File: src/rtl/mcp_control_fsm_hs.sv
// Multicycle MIPS-subset control FSM: Moore selects registered from next state, one state per cycle.
// FETCH/MEMRD/MEMWR wait on mem_ready; IRWE, PCWE (in FETCH) and DRWE follow mem_ready combinationally.
module mcp_control_fsm_hs #(
  parameter int CNT_W    = 32,
  parameter int ALUSEL_W = 4
) (
  input  logic                CLK,
  input  logic                RST,
  input  logic [5:0]          opcode,
  input  logic [5:0]          funct,
  input  logic                mem_ready,
  output logic                mem_req,
  output logic                MtoRFSel,
  output logic                RFDSel,
  output logic                IDSel,
  output logic                ALUIn1Sel,
  output logic [1:0]          PCSel,
  output logic [1:0]          ALUIn2Sel,
  output logic                IRWE,
  output logic                MWE,
  output logic                PCWE,
  output logic                branch,
  output logic                RFWE,
  output logic                DRWE,
  output logic [ALUSEL_W-1:0] ALUSel,
  output logic                illegal,
  output logic [CNT_W-1:0]    instr_count,
  output logic [3:0]          state
);

  typedef enum logic [3:0] {
    S_FETCH  = 4'd0,  S_DECODE = 4'd1,  S_MEMADR = 4'd2,  S_MEMRD  = 4'd3,
    S_MEMWB  = 4'd4,  S_MEMWR  = 4'd5,  S_EXEC   = 4'd6,  S_ALUWB  = 4'd7,
    S_BRANCH = 4'd8,  S_ADDIEX = 4'd9,  S_ADDIWB = 4'd10, S_JUMP   = 4'd11,
    S_TRAP   = 4'd12
  } state_t;

  localparam logic [3:0] ALU_ADD = 4'b0010;
  localparam logic [3:0] ALU_SUB = 4'b0110;
  localparam logic [3:0] ALU_AND = 4'b0000;
  localparam logic [3:0] ALU_OR  = 4'b0001;
  localparam logic [3:0] ALU_SLT = 4'b0111;

  typedef struct packed {
    logic       mem_req;
    logic       mtorf;
    logic       rfd;
    logic       ids;
    logic       in1;
    logic [1:0] pcsel;
    logic [1:0] in2;
    logic       mwe;
    logic       pcwe;
    logic       branch;
    logic       rfwe;
    logic [3:0] alu;
    logic       illegal;
  } ctl_t;

  function automatic logic funct_ok(input logic [5:0] fn);
    return (fn == 6'h20) || (fn == 6'h22) || (fn == 6'h24) ||
           (fn == 6'h25) || (fn == 6'h2A);
  endfunction

  function automatic ctl_t f_ctl(input state_t s, input logic [5:0] fn);
    ctl_t c;
    c     = '0;
    c.alu = ALU_ADD;
    case (s)
      S_FETCH:  begin c.mem_req = 1'b1; c.in2 = 2'b01; end
      S_DECODE: c.in2 = 2'b11;
      S_MEMADR: begin c.in1 = 1'b1; c.in2 = 2'b10; end
      S_MEMRD:  begin c.mem_req = 1'b1; c.ids = 1'b1; end
      S_MEMWB:  begin c.rfwe = 1'b1; c.mtorf = 1'b1; end
      S_MEMWR:  begin c.mem_req = 1'b1; c.ids = 1'b1; c.mwe = 1'b1; end
      S_EXEC: begin
        c.in1 = 1'b1;
        case (fn)
          6'h22:   c.alu = ALU_SUB;
          6'h24:   c.alu = ALU_AND;
          6'h25:   c.alu = ALU_OR;
          6'h2A:   c.alu = ALU_SLT;
          default: c.alu = ALU_ADD;
        endcase
      end
      S_ALUWB:  begin c.rfwe = 1'b1; c.rfd = 1'b1; end
      S_BRANCH: begin c.in1 = 1'b1; c.alu = ALU_SUB; c.branch = 1'b1; c.pcsel = 2'b01; end
      S_ADDIEX: begin c.in1 = 1'b1; c.in2 = 2'b10; end
      S_ADDIWB: c.rfwe = 1'b1;
      S_JUMP:   begin c.pcwe = 1'b1; c.pcsel = 2'b10; end
      S_TRAP:   c.illegal = 1'b1;
      default:  c = c;
    endcase
    return c;
  endfunction

  state_t           r_state;
  ctl_t             r_ctl;
  logic [CNT_W-1:0] r_cnt;
  state_t           w_next;
  logic             w_retire;
  logic             w_fetch_done;

  always_comb begin
    w_next = r_state;
    case (r_state)
      S_FETCH:  w_next = mem_ready ? S_DECODE : S_FETCH;
      S_DECODE: begin
        case (opcode)
          6'h23, 6'h2B: w_next = S_MEMADR;
          6'h00:        w_next = S_EXEC;
          6'h04:        w_next = S_BRANCH;
          6'h08:        w_next = S_ADDIEX;
          6'h02:        w_next = S_JUMP;
          default:      w_next = S_TRAP;
        endcase
      end
      S_MEMADR: w_next = (opcode == 6'h23) ? S_MEMRD : S_MEMWR;
      S_MEMRD:  w_next = mem_ready ? S_MEMWB : S_MEMRD;
      S_MEMWB:  w_next = S_FETCH;
      S_MEMWR:  w_next = mem_ready ? S_FETCH : S_MEMWR;
      S_EXEC:   w_next = funct_ok(funct) ? S_ALUWB : S_TRAP;
      S_ALUWB:  w_next = S_FETCH;
      S_BRANCH: w_next = S_FETCH;
      S_ADDIEX: w_next = S_ADDIWB;
      S_ADDIWB: w_next = S_FETCH;
      S_JUMP:   w_next = S_FETCH;
      S_TRAP:   w_next = S_TRAP;
      default:  w_next = S_FETCH;
    endcase
  end

  // Only completed instructions retire; unused encodings recovering to FETCH do not count.
  always_comb begin
    w_retire = 1'b0;
    case (r_state)
      S_MEMWB, S_ALUWB, S_BRANCH, S_ADDIWB, S_JUMP: w_retire = 1'b1;
      S_MEMWR:  w_retire = mem_ready;
      default:  w_retire = 1'b0;
    endcase
  end

  always_ff @(posedge CLK) begin
    if (RST) begin
      r_state <= S_FETCH;
      r_ctl   <= f_ctl(S_FETCH, funct);
      r_cnt   <= '0;
    end else begin
      r_state <= w_next;
      r_ctl   <= f_ctl(w_next, funct);
      if (w_retire) r_cnt <= r_cnt + CNT_W'(1);
    end
  end

  assign w_fetch_done = (r_state == S_FETCH) && mem_ready;

  assign mem_req     = r_ctl.mem_req;
  assign MtoRFSel    = r_ctl.mtorf;
  assign RFDSel      = r_ctl.rfd;
  assign IDSel       = r_ctl.ids;
  assign ALUIn1Sel   = r_ctl.in1;
  assign PCSel       = r_ctl.pcsel;
  assign ALUIn2Sel   = r_ctl.in2;
  assign IRWE        = w_fetch_done;
  assign MWE         = r_ctl.mwe;
  assign PCWE        = r_ctl.pcwe | w_fetch_done;
  assign branch      = r_ctl.branch;
  assign RFWE        = r_ctl.rfwe;
  assign DRWE        = (r_state == S_MEMRD) && mem_ready;
  assign ALUSel      = ALUSEL_W'(r_ctl.alu);
  assign illegal     = r_ctl.illegal;
  assign instr_count = r_cnt;
  assign state       = r_state;

endmodule

File: config.mk
export PLATFORM = sky130hd
export DESIGN_NAME = mcp_control_fsm_hs
export DESIGN_NICKNAME = d
export VERILOG_FILES = /design/src/rtl/mcp_control_fsm_hs.sv
export SDC_FILE = /design/constraint.sdc
export NUM_CORES = 1
export LEC_CHECK = 0
export CORE_AREA = 4 4 109 111
export DETAILED_ROUTE_END_ITERATION = 8
export DIE_AREA = 0 0 113 115
export DONT_BUFFER_PORTS = 1
export GPL_TIMING_DRIVEN = 0
export REMOVE_ABC_BUFFERS = 1
export SLEW_MARGIN = 20
export SYNTH_ARGS = -nofsm -noshare
export SYNTH_HDL_FRONTEND = slang
export SYNTH_SLANG_ARGS = --single-unit
export TNS_END_PERCENT = 10
File: constraint.sdc
create_clock -name CLK -period 5.5 [get_ports CLK]
set_input_delay 1.1 -clock CLK [delete_from_list [all_inputs] [get_ports CLK]]
set_output_delay 1.1 -clock CLK [all_outputs]
set_load 0.005 [all_outputs]
=== Word level (Yosys, flattened, before mapping) ===
Cells that the tools add are included.

* Bits in registers: 54
* Input bits: 15
* Output and inout port bits: 56
* Logic and storage cells: 89

* Add/subtract/negate cells: 1
* Equal/unequal tests: 34
* Mux-type cells: 22
* Bitwise logic cells: 1
* Reductions and logical operators: 16

{| class="wikitable"
|+ Operator list
! operator !! number
|-
| 6-bit equality test (second input constant) || 7
|-
| 4-bit equality test (second input constant) || 10
|-
| 32-bit by 1-bit adder with 32-bit output (second input constant) || 1
|-
| 4-bit by 3-bit equality test with 1-bit output (second input constant) || 8
|-
| 4-bit case mux with 8 select lines || 1
|-
| 4-bit case mux with 5 select lines || 1
|-
| 4-bit by 2-bit equality test with 1-bit output (second input constant) || 4
|-
| 3-bit case mux with 4 select lines || 1
|-
| 1-bit two-way mux || 11
|-
| 3-bit two-way mux || 3
|-
| 4-bit by 1-bit equality test with 1-bit output (second input constant) || 2
|-
| 4-bit zero test || 2
|-
| 4-bit case mux with 2 select lines || 1
|-
| 6-bit by 2-bit equality test with 1-bit output (second input constant) || 1
|-
| 6-bit by 3-bit equality test with 1-bit output (second input constant) || 1
|-
| 6-bit by 4-bit equality test with 1-bit output (second input constant) || 1
|-
| 6-bit zero test || 1
|-
| 2-bit case mux with 3 select lines || 1
|-
| 2-bit OR reduction || 3
|-
| 3-bit OR reduction || 2
|-
| 5-bit OR reduction || 1
|-
| 1-bit logical OR || 4
|-
| 4-bit two-way mux || 1
|-
| 2-bit case mux with 2 select lines || 1
|-
| other kinds (4) || 5
|}

=== Longest topological paths before layout ===
* Depth after elaboration: 10
* Gate-level depth with buffers: 8
* Gate-level depth less buffers: 6

=== Worst setup path before layout ===
OpenSTA, ideal clock, no wires.

* Kind: input to register
* From: input port opcode[3]
* To: register r_ctl, in the netlist ALUSel[1]
* Setup time: 135 ps
* Arrival: 2731 ps
* Data required time: 5365 ps
* Slack: 2635 ps
* Cell stages on the path: 7
* Buffers on the path: 2
* Cells stage by stage: buf_6 > or4_1 > o22ai_2 > nand3_1 > and3_4 > buf_6 > or4_4

* Longest elaborated chain between the ends: 6
* Elaborated cells on any way between the ends: 13
* Classes of those cells: eq/ne (7); mux (4); reduce/logical (2)

{| class="wikitable"
|+ RTL lines
! what !! line !! source
|-
| from (decl) || 9 || <nowiki>input logic [5:0] opcode,</nowiki>
|-
| 6-bit equality test (on tied branches) || 109, 118 ||
|-
| 2-bit OR reduction || 109 || <nowiki>case (opcode)</nowiki>
|-
| 4-bit case mux with 5 select lines || 109 ||
|-
| 4-bit case mux with 8 select lines (*) || 106 || <nowiki>case (r_state)</nowiki>
|-
| 4-bit equality test / 4-bit by 3-bit equality test with 1-bit output (equally long branches) || 69 || <nowiki>case (s)</nowiki>
|-
| 4-bit case mux with 2 select lines (*) || 69 ||
|-
| to (signal assigned) || 146 || <nowiki>r_ctl <= f_ctl(S_FETCH, funct);</nowiki>
|-
| to (signal assigned) || 150 || <nowiki>r_ctl <= f_ctl(w_next, funct);</nowiki>
|-
| to (decl) || 98 || <nowiki>ctl_t r_ctl;</nowiki>
|}

Mark *: on every way between the ends. The rest lies on a longest branch, timed or not.
A chain may end at the register's enable or synchronous reset.

=== Worst setup path in the final report ===
* From: input port opcode[1]
* To: register r_ctl, in the netlist ALUIn2Sel[1]

* Longest elaborated chain between the ends: 7
* Elaborated cells on any way between the ends: 16
* Classes of those cells: eq/ne (8); mux (4); reduce/logical (4)

{| class="wikitable"
|+ RTL lines
! what !! line
|-
| 6-bit equality test (on tied branches) || 109, 118
|-
| 2-bit OR reduction || 109
|-
| 4-bit case mux with 5 select lines || 109
|-
| 4-bit case mux with 8 select lines (*) || 106
|-
| 4-bit equality test / 4-bit by 2-bit equality test with 1-bit output (equally long branches) || 69
|-
| 2-bit OR reduction (no source line) || n/a
|-
| 2-bit case mux with 3 select lines (*) || 69
|}

Marked as above.

==> impl_metrics.toml <==
[run_status]
outcome = "finished clean"

[floorplanning]
die_y_um = 115
io-pin-count = 71
fp-row-count = 38
dieWidth_um = 113
die-area_um2 = 13000
initial_utilization_pct = 24.92
coreArea_um2 = 10790

[sta]
min_period_ns = 2.793
drv_slew = 0
slew_headroom_pct = 53.92
worst_pin_slew_ns = 0.6891
fin_ws_ns = 2.707
finalCritPeriodShare_pct = 50.78
rsz0062_at_grt = "false"
setup_viol = 0
fmax_ghz = 0.3580
finalHoldViolCount = 0
setup_tns_ns = 0
whs_ns = 0.5481
fin_worst_skew_ns = 0.005014

[global_route]
grt-ovfl-total = 0
grt_pass1_vias = 2159
grt_antenna_before_repair = 0
grtUsageTotal_pct = 10.43
grt_pass1_wl_mm = 11.13
grt_max_degree = 45

[synthesis]
synth_edf_count = 0
netlist_area_um2 = 2690
synth_warnings = 0
synthesis.instances = 317
synth_cell_type_count = 58
async_flop_share_pct = 0
syn_avg_cell_area_um2 = 8.486
synth_seq_area_share_pct = 38.70
synthFlopType = "dfxtp_1"
ys_ff_latch = 52

[clock_network]
h-tree-depth = 2
cts_tree = "yes"
root_buffer = "clkbuf_8"
clk_pin_slew_ns = 0.10
cts_buffer_depth = 2
numCtsBuffers = 5
hold_buffers = 0
ctsResizeCount = 0
cts_sinks = 52
worstSkewPairLatency_ns = 0.30
post_cts_buffers = 0

[worst_setup_path]
cp-start-kind = "primary input"
crit_required_ns = 5.71
path_max_fanout = 11
r2r_end = "instr_count[28]$_SDFFE_PP0P_"
worst-r2r-cell-count = 6
critPathMaxStageDelay_ns = 0.52
worstPathArrival_ns = 3.00
crit_chain = "or4_1 > a32oi_1 > o311a_1 > or3b_4 > a311oi_2"
slowest_stage = "or4_1"
cp-end-kind = "register"
crit_path_start = "opcode[1]"
crit_end = "ALUIn2Sel[1]$_SDFF_PP0_"
crit_type = "primary input to register"
r2r_start = "state[1]$_SDFF_PP0_"
rrSetupSlack_ns = 2.93

[finish]
post-route-util_pct = 26.27
drive_above_1_share_pct = 7.047
nets = 314
antenna_cells = 0
syn_to_final_growth_pct = 5.395
final_common_cell = "dfxtp_1"
final_cell_mix = "dfxtp_1, nor2_1, xnor2_1"

[flow_run]
cap_violations = 0

[worst_hold_path]
hold_path_class = "register to register"

[detailed_routing]
dr.pass1.iters = 4
wire_per_inst_um = 15.21
routed_via_density = 5.021
drt-initial-drc-count = 90
drcViolationCount = 0
vias = 2199
drt-total-wl_mm = 6.664
antenna_left = 0

[placement]
place.gp.congestion = 0.7551
dp_slack_ns = 2.404
dp_hpwl_mm = 4.785
port-buffer-count = 0

[power_and_ir_drop]
irDropWorstVdd_mv = 0.1615
combPwrFrac_pct = 10.5
pwr-share-seq_pct = 51.2
p_int_w = 0.0006064
switchingPower_w = 0.0001948
powerDensity_nw_per_um2 = 282.6
leakage_nw = 0.9075
switching_share_pct = 24.31
clockPowerShare_pct = 38.3
==> metrics by stage <==
stage                     instances  total power [W]  area [um2]
after floorplan                 291        0.0004812        2531
after global placement          431        0.0005003        2706
after detailed placement        431        0.0005029        2706
after CTS                       438        0.0008149        2835
after global routing            438        0.0008414        2835
final                           438        0.0008012        2835
==> critical path, delay by kind of cell <==
kind / cells / cell delay, ns
AND/OR/NAND/NOR: 2 / 0.96
AO/OA/AOI/OAI: 3 / 0.94
==> flip-flops by register name (all words and copies together), names as in the netlist, 2 cells and up <==
name / cells
ALUSel: 3
instr_count: 32
ALUIn2Sel: 2
state: 4
PCSel: 2
==> cell families (layout without fill, tap and decap cells) <==
logic type | count (synthesis) | in the layout | synth area share (%)
other | 1 | 1 | 0.1394
buffers and inverters | 38 | 19 | 7.581
xor gates and xnor gates | 30 | 30 | 9.767
muxes | 2 | 2 | 0.7442
and+or+nand+nor | 159 | 159 | 33.02
adders and majority gates | 1 | 1 | 0.4650
DFF | 52 | 52 | 38.70
AOI/OAI and AO/OA | 34 | 34 | 9.581
==> power groups by stage <==
stage                     Sequential [W]  Combinational (W)  Clock (W)
after floorplan                 0.000413          0.0000686          0
after global placement          0.000419          0.0000813          0
after detailed placement        0.000419          0.0000835          0
after CTS                       0.000411          0.0000841   0.000320
after global routing            0.000413          0.0000950   0.000333
final                           0.000410          0.0000837   0.000307
==> cells in the mapped netlist, drive strengths merged (5+ instances only) <==
master   n  area share, %
nor4    12            2.8
nand2   14            2.0
inv     12            1.7
and4     6            2.0
nor2    46            6.4
buf     16            4.5
o21ai    5           0.93
dfxtp   52             39
nand3   19            3.5
nor3     8            1.5
xor2     8            2.6
nand4   11            2.6
clkbuf  10            1.4
a21oi   12            2.4
nand2b  11            2.6
xnor2   22            7.2
or3b     5            1.7
==> worst min-delay path by stage <==
stage,start,to,slack (ns),cells after the start
after CTS,instr_count[8]$_SDFFE_PP0P_,instr_count[8]$_SDFFE_PP0P_,0.54,2
final,instr_count[10]$_SDFFE_PP0P_,instr_count[10]$_SDFFE_PP0P_,0.55,2
after detailed placement,instr_count[8]$_SDFFE_PP0P_,instr_count[8]$_SDFFE_PP0P_,0.53,2
after global routing,instr_count[8]$_SDFFE_PP0P_,instr_count[8]$_SDFFE_PP0P_,0.59,2
after floorplan,instr_count[31]$_SDFFE_PP0P_,instr_count[31]$_SDFFE_PP0P_,0.47,2
after global placement,instr_count[8]$_SDFFE_PP0P_,instr_count[8]$_SDFFE_PP0P_,0.50,2
==> area by class of cell <==
type | instances | area [um2]
clock inverters | 2 | 60.06
inverters | 12 | 45.04
well taps | 140 | 175.2
flip-flops and latches | 52 | 1041
clock buffers | 5 | 68.82
fillers | 1138 | 7958
multi-input cells | 227 | 1445
==> layer usage <==
metal	GRT usage [%]	wire length, um	vias to the layer above
met3	4.053	483	7
met4	2.484	53	0
met5	0	0	-
met1	13.42	2983	1072
li1	-	-	1064
met2	16.55	3143	56
(Power assumes the default switching activity.)
